## config.mk

```make
export PLATFORM = sky130hd
export DESIGN_NAME = adbg_ahb3_biu_flat
export DESIGN_NICKNAME = d
export VERILOG_FILES = /design/src/rtl/adbg_ahb3_pkg.sv /design/src/rtl/adbg_ahb3_biu_if.sv /design/src/rtl/adbg_ahb3_biu_lane.sv /design/src/rtl/adbg_ahb3_biu.sv /design/src/flat_wrapper.sv
export SDC_FILE = /design/constraint.sdc
export NUM_CORES = 1
export LEC_CHECK = 0
export ABC_AREA = 1
export ABC_CLOCK_PERIOD_IN_PS = 2300
export CORE_MARGIN = 1.5
export CORE_UTILIZATION = 43
export DETAILED_ROUTE_END_ITERATION = 8
export HOLD_SLACK_MARGIN = 0.12
export PLACE_DENSITY = 0.93
export SLEW_MARGIN = 0
export SYNTH_ARGS = -nofsm -noshare
export SYNTH_HDL_FRONTEND = slang
export SYNTH_SLANG_ARGS = --single-unit
```

## constraint.sdc

```tcl
create_clock -name HCLK -period 2.3 [get_ports HCLK]
set_input_delay 0.46 -clock HCLK [delete_from_list [all_inputs] [get_ports HCLK]]
set_output_delay 0.46 -clock HCLK [all_outputs]
set_load 0.01 [all_outputs]
```

## src/rtl/adbg_ahb3_pkg.sv

```systemverilog
// Shared AHB3-Lite encodings and BIU types for the debug-unit AHB master.
// Also carries the request-legality helper used by the BIU front end.
package adbg_ahb3_pkg;

  localparam logic [1:0] HTRANS_IDLE   = 2'b00;
  localparam logic [1:0] HTRANS_BUSY   = 2'b01;
  localparam logic [1:0] HTRANS_NONSEQ = 2'b10;
  localparam logic [1:0] HTRANS_SEQ    = 2'b11;

  localparam logic [2:0] HSIZE8  = 3'b000;
  localparam logic [2:0] HSIZE16 = 3'b001;
  localparam logic [2:0] HSIZE32 = 3'b010;
  localparam logic [2:0] HSIZE64 = 3'b011;

  localparam logic [2:0] HBURST_SINGLE = 3'b000;

  localparam logic HRESP_OKAY = 1'b0;
  localparam logic HRESP_ERR  = 1'b1;

  // Data access, privileged: the debug unit is never an opcode fetch.
  localparam logic [3:0] HPROT_DEBUG = 4'b0011;

  typedef enum logic [1:0] {
    ST_IDLE,
    ST_ADDR,
    ST_DATA,
    ST_RESP
  } biu_state_t;

  // A request is legal when it fits the bus and is naturally aligned.
  function automatic logic req_legal(input logic [2:0] size,
                                     input logic [2:0] addr_lo,
                                     input logic [2:0] max_size);
    logic [2:0] mask;
    if (size > max_size) return 1'b0;
    mask = 3'((4'd1 << size) - 4'd1);
    return (addr_lo & mask) == 3'b000;
  endfunction

endpackage

```

## src/rtl/adbg_ahb3_biu_if.sv

```systemverilog
// AHB3-Lite bus bundle between the debug BIU (master) and the fabric (slave).
interface adbg_ahb3_biu_if #(
  parameter int HADDR_SIZE = 32,
  parameter int HDATA_SIZE = 32
);
  logic                  HSEL;
  logic [HADDR_SIZE-1:0] HADDR;
  logic [HDATA_SIZE-1:0] HWDATA;
  logic [HDATA_SIZE-1:0] HRDATA;
  logic                  HWRITE;
  logic [2:0]            HSIZE;
  logic [2:0]            HBURST;
  logic [3:0]            HPROT;
  logic [1:0]            HTRANS;
  logic                  HMASTLOCK;
  logic                  HREADY;
  logic                  HRESP;

  modport master (
    output HSEL, HADDR, HWDATA, HWRITE, HSIZE, HBURST, HPROT, HTRANS, HMASTLOCK,
    input  HRDATA, HREADY, HRESP
  );

  modport slave (
    input  HSEL, HADDR, HWDATA, HWRITE, HSIZE, HBURST, HPROT, HTRANS, HMASTLOCK,
    output HRDATA, HREADY, HRESP
  );
endinterface

```

## src/rtl/adbg_ahb3_biu_lane.sv

```systemverilog
// Byte-lane steering: replicate write data across lanes, extract the addressed
// read lane down to bit 0 with the bytes above the access size cleared.
module adbg_ahb3_biu_lane #(
  parameter int HDATA_SIZE = 32,
  parameter int OFFW       = $clog2(HDATA_SIZE / 8)
) (
  input  logic [2:0]            size,
  input  logic [OFFW-1:0]       offset,
  input  logic [63:0]           wdata,
  input  logic [HDATA_SIZE-1:0] hrdata,
  output logic [HDATA_SIZE-1:0] hwdata,
  output logic [63:0]           rdata
);
  localparam int LANES = HDATA_SIZE / 8;

  logic [HDATA_SIZE-1:0] shifted;

  // NOTE: every always_comb output gets a default first so no path leaves it
  // unassigned, which would otherwise infer a latch.
  always_comb begin
    hwdata = '0;
    for (int i = 0; i < LANES; i++)
      hwdata[8*i +: 8] = wdata[8*(i & ((1 << size) - 1)) +: 8];
  end

  assign shifted = hrdata >> {offset, 3'b000};

  always_comb begin
    rdata = '0;
    for (int i = 0; i < LANES; i++)
      if (i < (1 << size)) rdata[8*i +: 8] = shifted[8*i +: 8];
  end

endmodule

```

## src/rtl/adbg_ahb3_biu.sv

```systemverilog
// Debug-unit AHB3-Lite single-transfer bus interface unit.
// Optional HREADY watchdog: define ADBG_AHB3_BIU_TIMEOUT_EN.
module adbg_ahb3_biu
  import adbg_ahb3_pkg::*;
#(
  parameter int HADDR_SIZE = 32,
  parameter int HDATA_SIZE = 32,
  parameter int TIMEOUT    = 255
) (
  input  logic                  HCLK,
  input  logic                  HRESETn,

  input  logic                  biu_req,
  input  logic [HADDR_SIZE-1:0] biu_addr,
  input  logic                  biu_we,
  input  logic [2:0]            biu_size,
  input  logic [63:0]           biu_wdata,
  output logic [63:0]           biu_rdata,
  output logic                  biu_rdy,
  output logic                  biu_done,
  output logic                  biu_err,

  adbg_ahb3_biu_if.master       ahb
);
  localparam int         OFFW     = $clog2(HDATA_SIZE / 8);
  localparam logic [2:0] MAX_SIZE = 3'(OFFW);

  if (TIMEOUT < 1 || (HDATA_SIZE != 32 && HDATA_SIZE != 64)) begin : g_bad_cfg
    $error("adbg_ahb3_biu: unsupported HDATA_SIZE or TIMEOUT");
  end

  biu_state_t            state, state_nx;
  logic [HADDR_SIZE-1:0] addr_r;
  logic                  we_r;
  logic [2:0]            size_r;
  logic [63:0]           wdata_r;
  logic [63:0]           rdata_r;
  logic                  err_r;

  logic                  legal, accept, capture, wd_expire;
  logic [HDATA_SIZE-1:0] lane_hwdata;
  logic [63:0]           lane_rdata;

  assign legal = req_legal(biu_size, biu_addr[2:0], MAX_SIZE);

`ifdef ADBG_AHB3_BIU_TIMEOUT_EN
  localparam int WD_W = $clog2(TIMEOUT + 1);
  logic [WD_W-1:0] wd_cnt;
  logic            bus_busy;

  assign bus_busy  = (state == ST_ADDR) || (state == ST_DATA);
  assign wd_expire = bus_busy && !ahb.HREADY && (wd_cnt == WD_W'(TIMEOUT - 1));

  always_ff @(posedge HCLK) begin
    if (!HRESETn || ahb.HREADY || !bus_busy || state_nx != state) wd_cnt <= '0;
    else                                                            wd_cnt <= wd_cnt + 1'b1;
  end
`else
  assign wd_expire = 1'b0;
`endif

  always_comb begin
    state_nx = state;
    accept   = 1'b0;
    capture  = 1'b0;
    case (state)
      ST_IDLE, ST_RESP: begin
        if (biu_req) begin
          accept   = 1'b1;
          state_nx = legal ? ST_ADDR : ST_RESP;
        end else begin
          state_nx = ST_IDLE;
        end
      end
      ST_ADDR: begin
        if (ahb.HREADY)     state_nx = ST_DATA;
        else if (wd_expire) state_nx = ST_RESP;
      end
      ST_DATA: begin
        if (ahb.HREADY) begin
          capture  = 1'b1;
          state_nx = ST_RESP;
        end else if (wd_expire) begin
          state_nx = ST_RESP;
        end
      end
      default: state_nx = ST_IDLE;
    endcase
  end

  // NOTE: sequential state uses non-blocking assignments so every register
  // samples pre-edge values regardless of statement order.
  always_ff @(posedge HCLK) begin
    if (!HRESETn) begin
      // NOTE: the data holding registers are reset too, since they drive
      // HADDR/HWDATA/biu_rdata directly and must read zero out of reset.
      state   <= ST_IDLE;
      addr_r  <= '0;
      we_r    <= 1'b0;
      size_r  <= HSIZE8;
      wdata_r <= '0;
      rdata_r <= '0;
      err_r   <= 1'b0;
    end else begin
      state <= state_nx;
      if (accept) begin
        if (legal) begin
          addr_r  <= biu_addr;
          we_r    <= biu_we;
          size_r  <= biu_size;
          wdata_r <= biu_wdata;
          err_r   <= 1'b0;
        end else begin
          err_r <= 1'b1;
        end
      end
      if (capture) begin
        if (!we_r) rdata_r <= lane_rdata;
        err_r <= (ahb.HRESP == HRESP_ERR);
      end
      if (wd_expire) err_r <= 1'b1;
    end
  end

  adbg_ahb3_biu_lane #(
    .HDATA_SIZE (HDATA_SIZE)
  ) u_lane (
    .size   (size_r),
    .offset (addr_r[OFFW-1:0]),
    .wdata  (wdata_r),
    .hrdata (ahb.HRDATA),
    .hwdata (lane_hwdata),
    .rdata  (lane_rdata)
  );

  // Address/control and write data come straight from held registers, so
  // they stay stable across any number of wait states.
  assign ahb.HSEL      = (state == ST_ADDR);
  assign ahb.HTRANS    = (state == ST_ADDR) ? HTRANS_NONSEQ : HTRANS_IDLE;
  assign ahb.HADDR     = addr_r;
  assign ahb.HWRITE    = we_r;
  assign ahb.HSIZE     = size_r;
  assign ahb.HWDATA    = lane_hwdata;
  assign ahb.HBURST    = HBURST_SINGLE;
  assign ahb.HPROT     = HPROT_DEBUG;
  assign ahb.HMASTLOCK = 1'b0;

  assign biu_rdy   = (state == ST_IDLE) || (state == ST_RESP);
  assign biu_done  = (state == ST_RESP);
  assign biu_err   = (state == ST_RESP) && err_r;
  assign biu_rdata = rdata_r;

endmodule
```

## src/flat_wrapper.sv

```systemverilog
// flat-port wrapper written by rule: the top's interface ports become plain ports
module adbg_ahb3_biu_flat import adbg_ahb3_pkg::*;
#(
  parameter int HADDR_SIZE = 32,
  parameter int HDATA_SIZE = 32,
  parameter int TIMEOUT    = 255
)
  (HCLK, HRESETn, biu_req, biu_addr, biu_we, biu_size, biu_wdata, biu_rdata, biu_rdy, biu_done, biu_err, ahb_HSEL, ahb_HADDR, ahb_HWDATA, ahb_HWRITE, ahb_HSIZE, ahb_HBURST, ahb_HPROT, ahb_HTRANS, ahb_HMASTLOCK, ahb_HRDATA, ahb_HREADY, ahb_HRESP);
  adbg_ahb3_biu_if #(.HADDR_SIZE(HADDR_SIZE), .HDATA_SIZE(HDATA_SIZE)) ahb_i ();
  input  logic HCLK;
  input  logic HRESETn;
  input  logic biu_req;
  input  logic [HADDR_SIZE-1:0] biu_addr;
  input  logic biu_we;
  input  logic [2:0] biu_size;
  input  logic [63:0] biu_wdata;
  output logic [63:0] biu_rdata;
  output logic biu_rdy;
  output logic biu_done;
  output logic biu_err;
  output wire logic [$bits(ahb_i.HSEL)-1:0] ahb_HSEL;
  output wire logic [$bits(ahb_i.HADDR)-1:0] ahb_HADDR;
  output wire logic [$bits(ahb_i.HWDATA)-1:0] ahb_HWDATA;
  output wire logic [$bits(ahb_i.HWRITE)-1:0] ahb_HWRITE;
  output wire logic [$bits(ahb_i.HSIZE)-1:0] ahb_HSIZE;
  output wire logic [$bits(ahb_i.HBURST)-1:0] ahb_HBURST;
  output wire logic [$bits(ahb_i.HPROT)-1:0] ahb_HPROT;
  output wire logic [$bits(ahb_i.HTRANS)-1:0] ahb_HTRANS;
  output wire logic [$bits(ahb_i.HMASTLOCK)-1:0] ahb_HMASTLOCK;
  input wire logic [$bits(ahb_i.HRDATA)-1:0] ahb_HRDATA;
  input wire logic [$bits(ahb_i.HREADY)-1:0] ahb_HREADY;
  input wire logic [$bits(ahb_i.HRESP)-1:0] ahb_HRESP;
  assign ahb_HSEL = ahb_i.HSEL;
  assign ahb_HADDR = ahb_i.HADDR;
  assign ahb_HWDATA = ahb_i.HWDATA;
  assign ahb_HWRITE = ahb_i.HWRITE;
  assign ahb_HSIZE = ahb_i.HSIZE;
  assign ahb_HBURST = ahb_i.HBURST;
  assign ahb_HPROT = ahb_i.HPROT;
  assign ahb_HTRANS = ahb_i.HTRANS;
  assign ahb_HMASTLOCK = ahb_i.HMASTLOCK;
  assign ahb_i.HRDATA = ahb_HRDATA;
  assign ahb_i.HREADY = ahb_HREADY;
  assign ahb_i.HRESP = ahb_HRESP;
  adbg_ahb3_biu #(.HADDR_SIZE(HADDR_SIZE), .HDATA_SIZE(HDATA_SIZE), .TIMEOUT(TIMEOUT)) u_core (.HCLK(HCLK), .HRESETn(HRESETn), .biu_req(biu_req), .biu_addr(biu_addr), .biu_we(biu_we), .biu_size(biu_size), .biu_wdata(biu_wdata), .biu_rdata(biu_rdata), .biu_rdy(biu_rdy), .biu_done(biu_done), .biu_err(biu_err), .ahb(ahb_i));
endmodule
```

==> metrics.txt <==
Setup WS post-layout 73.0 ps; RSZ-0062 raised after global routing false; CTS Buffer Depth 2; clock latency on the worst-skew pair 340 ps; CP required 1840 ps; hold_ws 465 ps; Num CTS Buffers 9; post-synthesis sequential area ratio 39.1%; MaxCap Viol Count 0; fin. max-slew vios 0; 1st-pass router iterations 5; R2R cell count 9; CP cell instances nor2_4 > nand2_8 > o21ai_4 > clkdlybuf4s50_1; outcome completed; clock-pin slew on the worst setup and hold paths 70 ps; Worst Setup SP u_core.ahb.HSIZE[2]; pwr dens 715 nW/um^2; antenna diode instance count 0; critical path class flop to output pin; mux cell area share after synthesis 0%; startpoint of the worst register-to-register path u_core.state[0]; Starting Density 44.0%; fill count between 1000 and 1500; Synth warnings 0; core area 12000 sq um; Max VDD drop 0.654 mV; mapped cell area 5280 sq um; drt total wl around 15000 microns; Synth Area in Compound Gates 7.82%; WHS Path Cells 2; Placed Instance Area 7220 sq um; htree depth 3; Static Leak 3.83 nW; IO Pins 283; EDFF count, synth 0; Post-Synthesis Cells 825; Post-Synth Simple-Gate Area between 30% and 40%; global-route wire length before repair 23500 microns; post-route cell area ~7600 sq um; syn avg cell area between 6 and 7 sq um; prevailing post-synth register cell dfxtp_1; worst slew pin tran ~600 ps; clk root buf clkbuf_16; number of global-route vias before repair between 4000 and 5000; Worst Skew roughly 5.4 ps; Final Non-Filler Cells 1159; slowest cell on the critical path clkdlybuf4s50_1; main combinational cell family by area after synthesis simple AND/OR/NAND/NOR gates; final setup violation count 0; Place WS 115 ps; fmax between 400 and 500 MHz; Final HPWL DP 10800 microns; final core utilization 63.5%; Sink Count ~100; drt initial violations 487; Worst EP arrival 1770 ps; ys async rst share 0%; XOR/XNOR share of the synthesized area 0%; vias 5449; antenna-violating nets left 0; CTS hold repair buffers 0; largest net degree at the start of global routing 42; Global Route Usage Sum a little under a quarter; Hold Crit Start u_core.biu_rdata[19]; layout cell share with drive strength beyond 1 4.94%; post-synthesis adder-cell area fraction less than 1%; crit-path max cell delay 570 ps; gp weighted congestion around 0.88; count of port buffers added during placement 209; CP Max Fanout 17; Die Wd 114 microns; wire per inst approximately 13 microns; initial antenna violation count 0; via/cell ratio 4.70; hold violation count in the final report 0; num rows 40; startpoint types flop; NumNets Final 1147; placed insts 1140; worst hold path class flop to flop; fin crit share a little over nine tenths; die height 114 microns; post-layout minimum cycle time roughly 2200 ps; critical path endpoint category output pin; Slew headroom between 50% and 60%; TritonCTS clock tree done; area grow syn2layout 44.4%; gr ovfl total 0; synthesized flop and latch total 103; Cell variety after synth 28; Residual DRC 0; die area 13000 sq um
critical path, delay by kind of cell (launching register included):
kind	cells	cell delay [ps]
buffers and inverters	1	570
flip-flops	1	340
AND/OR/NAND/NOR	2	330
AO/OA/AOI/OAI	1	170
power by group:
group          total, mW  internal, mW  switching, mW
Sequential          2.10          1.99          0.118
Clock               1.52         0.852          0.663
Combinational       1.84         0.854          0.984
Total               5.46          3.69           1.76
cells in the final DEF (no fill, tap or decap), types with 4 or more instances in the layout:
cell type / n
dfxtp_1: 103
buf_4: 13
nand2_1: 253
or2_2: 5
nor2_1: 150
conb_1: 41
or2_1: 4
clkbuf_16: 10
clkdlybuf4s50_1: 187
nand4_1: 9
nand3_1: 26
clkbuf_8: 4
a21oi_1: 35
o21ai_1: 19
dlygate4sd2_1: 7
inv_1: 86
o21ai_0: 20
dlymetal6s2s_1: 14
Yosys cell counts, drive strengths merged (3+ instances only):
cell type / count / area (sq um)
or2: 9 / 56.3
a21oi: 35 / 175
clkbuf: 16 / 60.1
nand3: 27 / 140
nand2: 255 / 962
ha: 3 / 37.5
nand4: 9 / 56.3
o21ai: 43 / 223
dfxtp: 103 / 2060
buf: 78 / 553
nor2: 153 / 592
inv: 88 / 330
cell families after synthesis:
logic type	after synthesis
buf+inv	183
simple gates	454
other cells	2
compound gates	80
flops	103
fa+ha+maj	3
sequential cells by signal (all words and copies together), names as in the netlist:
register and flops:
u_core.wdata_r 32, u_core.biu_rdata 32, u_core.state 2, u_core.err_r 1, u_core.ahb.HWRITE 1, u_core.ahb.HSIZE 3, u_core.ahb.HADDR 32
per-layer routing:
metal | track usage, % | vias to the layer above | wire length [microns]
met4 | 7.00 | 0 | 313
met5 | 0 | - | 0
met3 | 7.55 | 24 | 1190
met1 | 26.5 | 2424 | 6230
met2 | 40.0 | 243 | 7590
li1 | - | 2758 | -
layout make-up:
class                      instances  area, sq um  share of cell area, %
clock buffer                      14          284                   3.72
tap                              147          184                   2.41
sequential                       103         2060                   27.0
inverter                          89          334                   4.38
timing repair buffer             226         2300                   30.1
multi-input combinational        578         2450                   32.2
clock inverter                     2         12.5                  0.164
path summary, 6_finish.rpt:
kind / to / slack (ps)
min reg2reg: u_core.biu_rdata[19] / 470
max reg2reg: u_core.ahb.HADDR[25] / 380
max: ahb_HWDATA[10] / 70
min: u_core.biu_rdata[19] / 470
per-stage QoR:
step	total power [mW]	TNS, ps
finish	5.46	0
global route	5.79	0
CTS	5.47	-240
detailed placement	3.94	0
global placement	3.90	0
floorplan	3.21	0
repair_timing:
action,in CTS,in global routing
endpoints found under the hold margin,0,0
endpoints found under the setup margin,24,16
setup buffers,0,2
gates cloned,0,1
resized for setup,13,16
pin swaps,1,1
No activity file was read; power rests on OpenSTA's default activity.
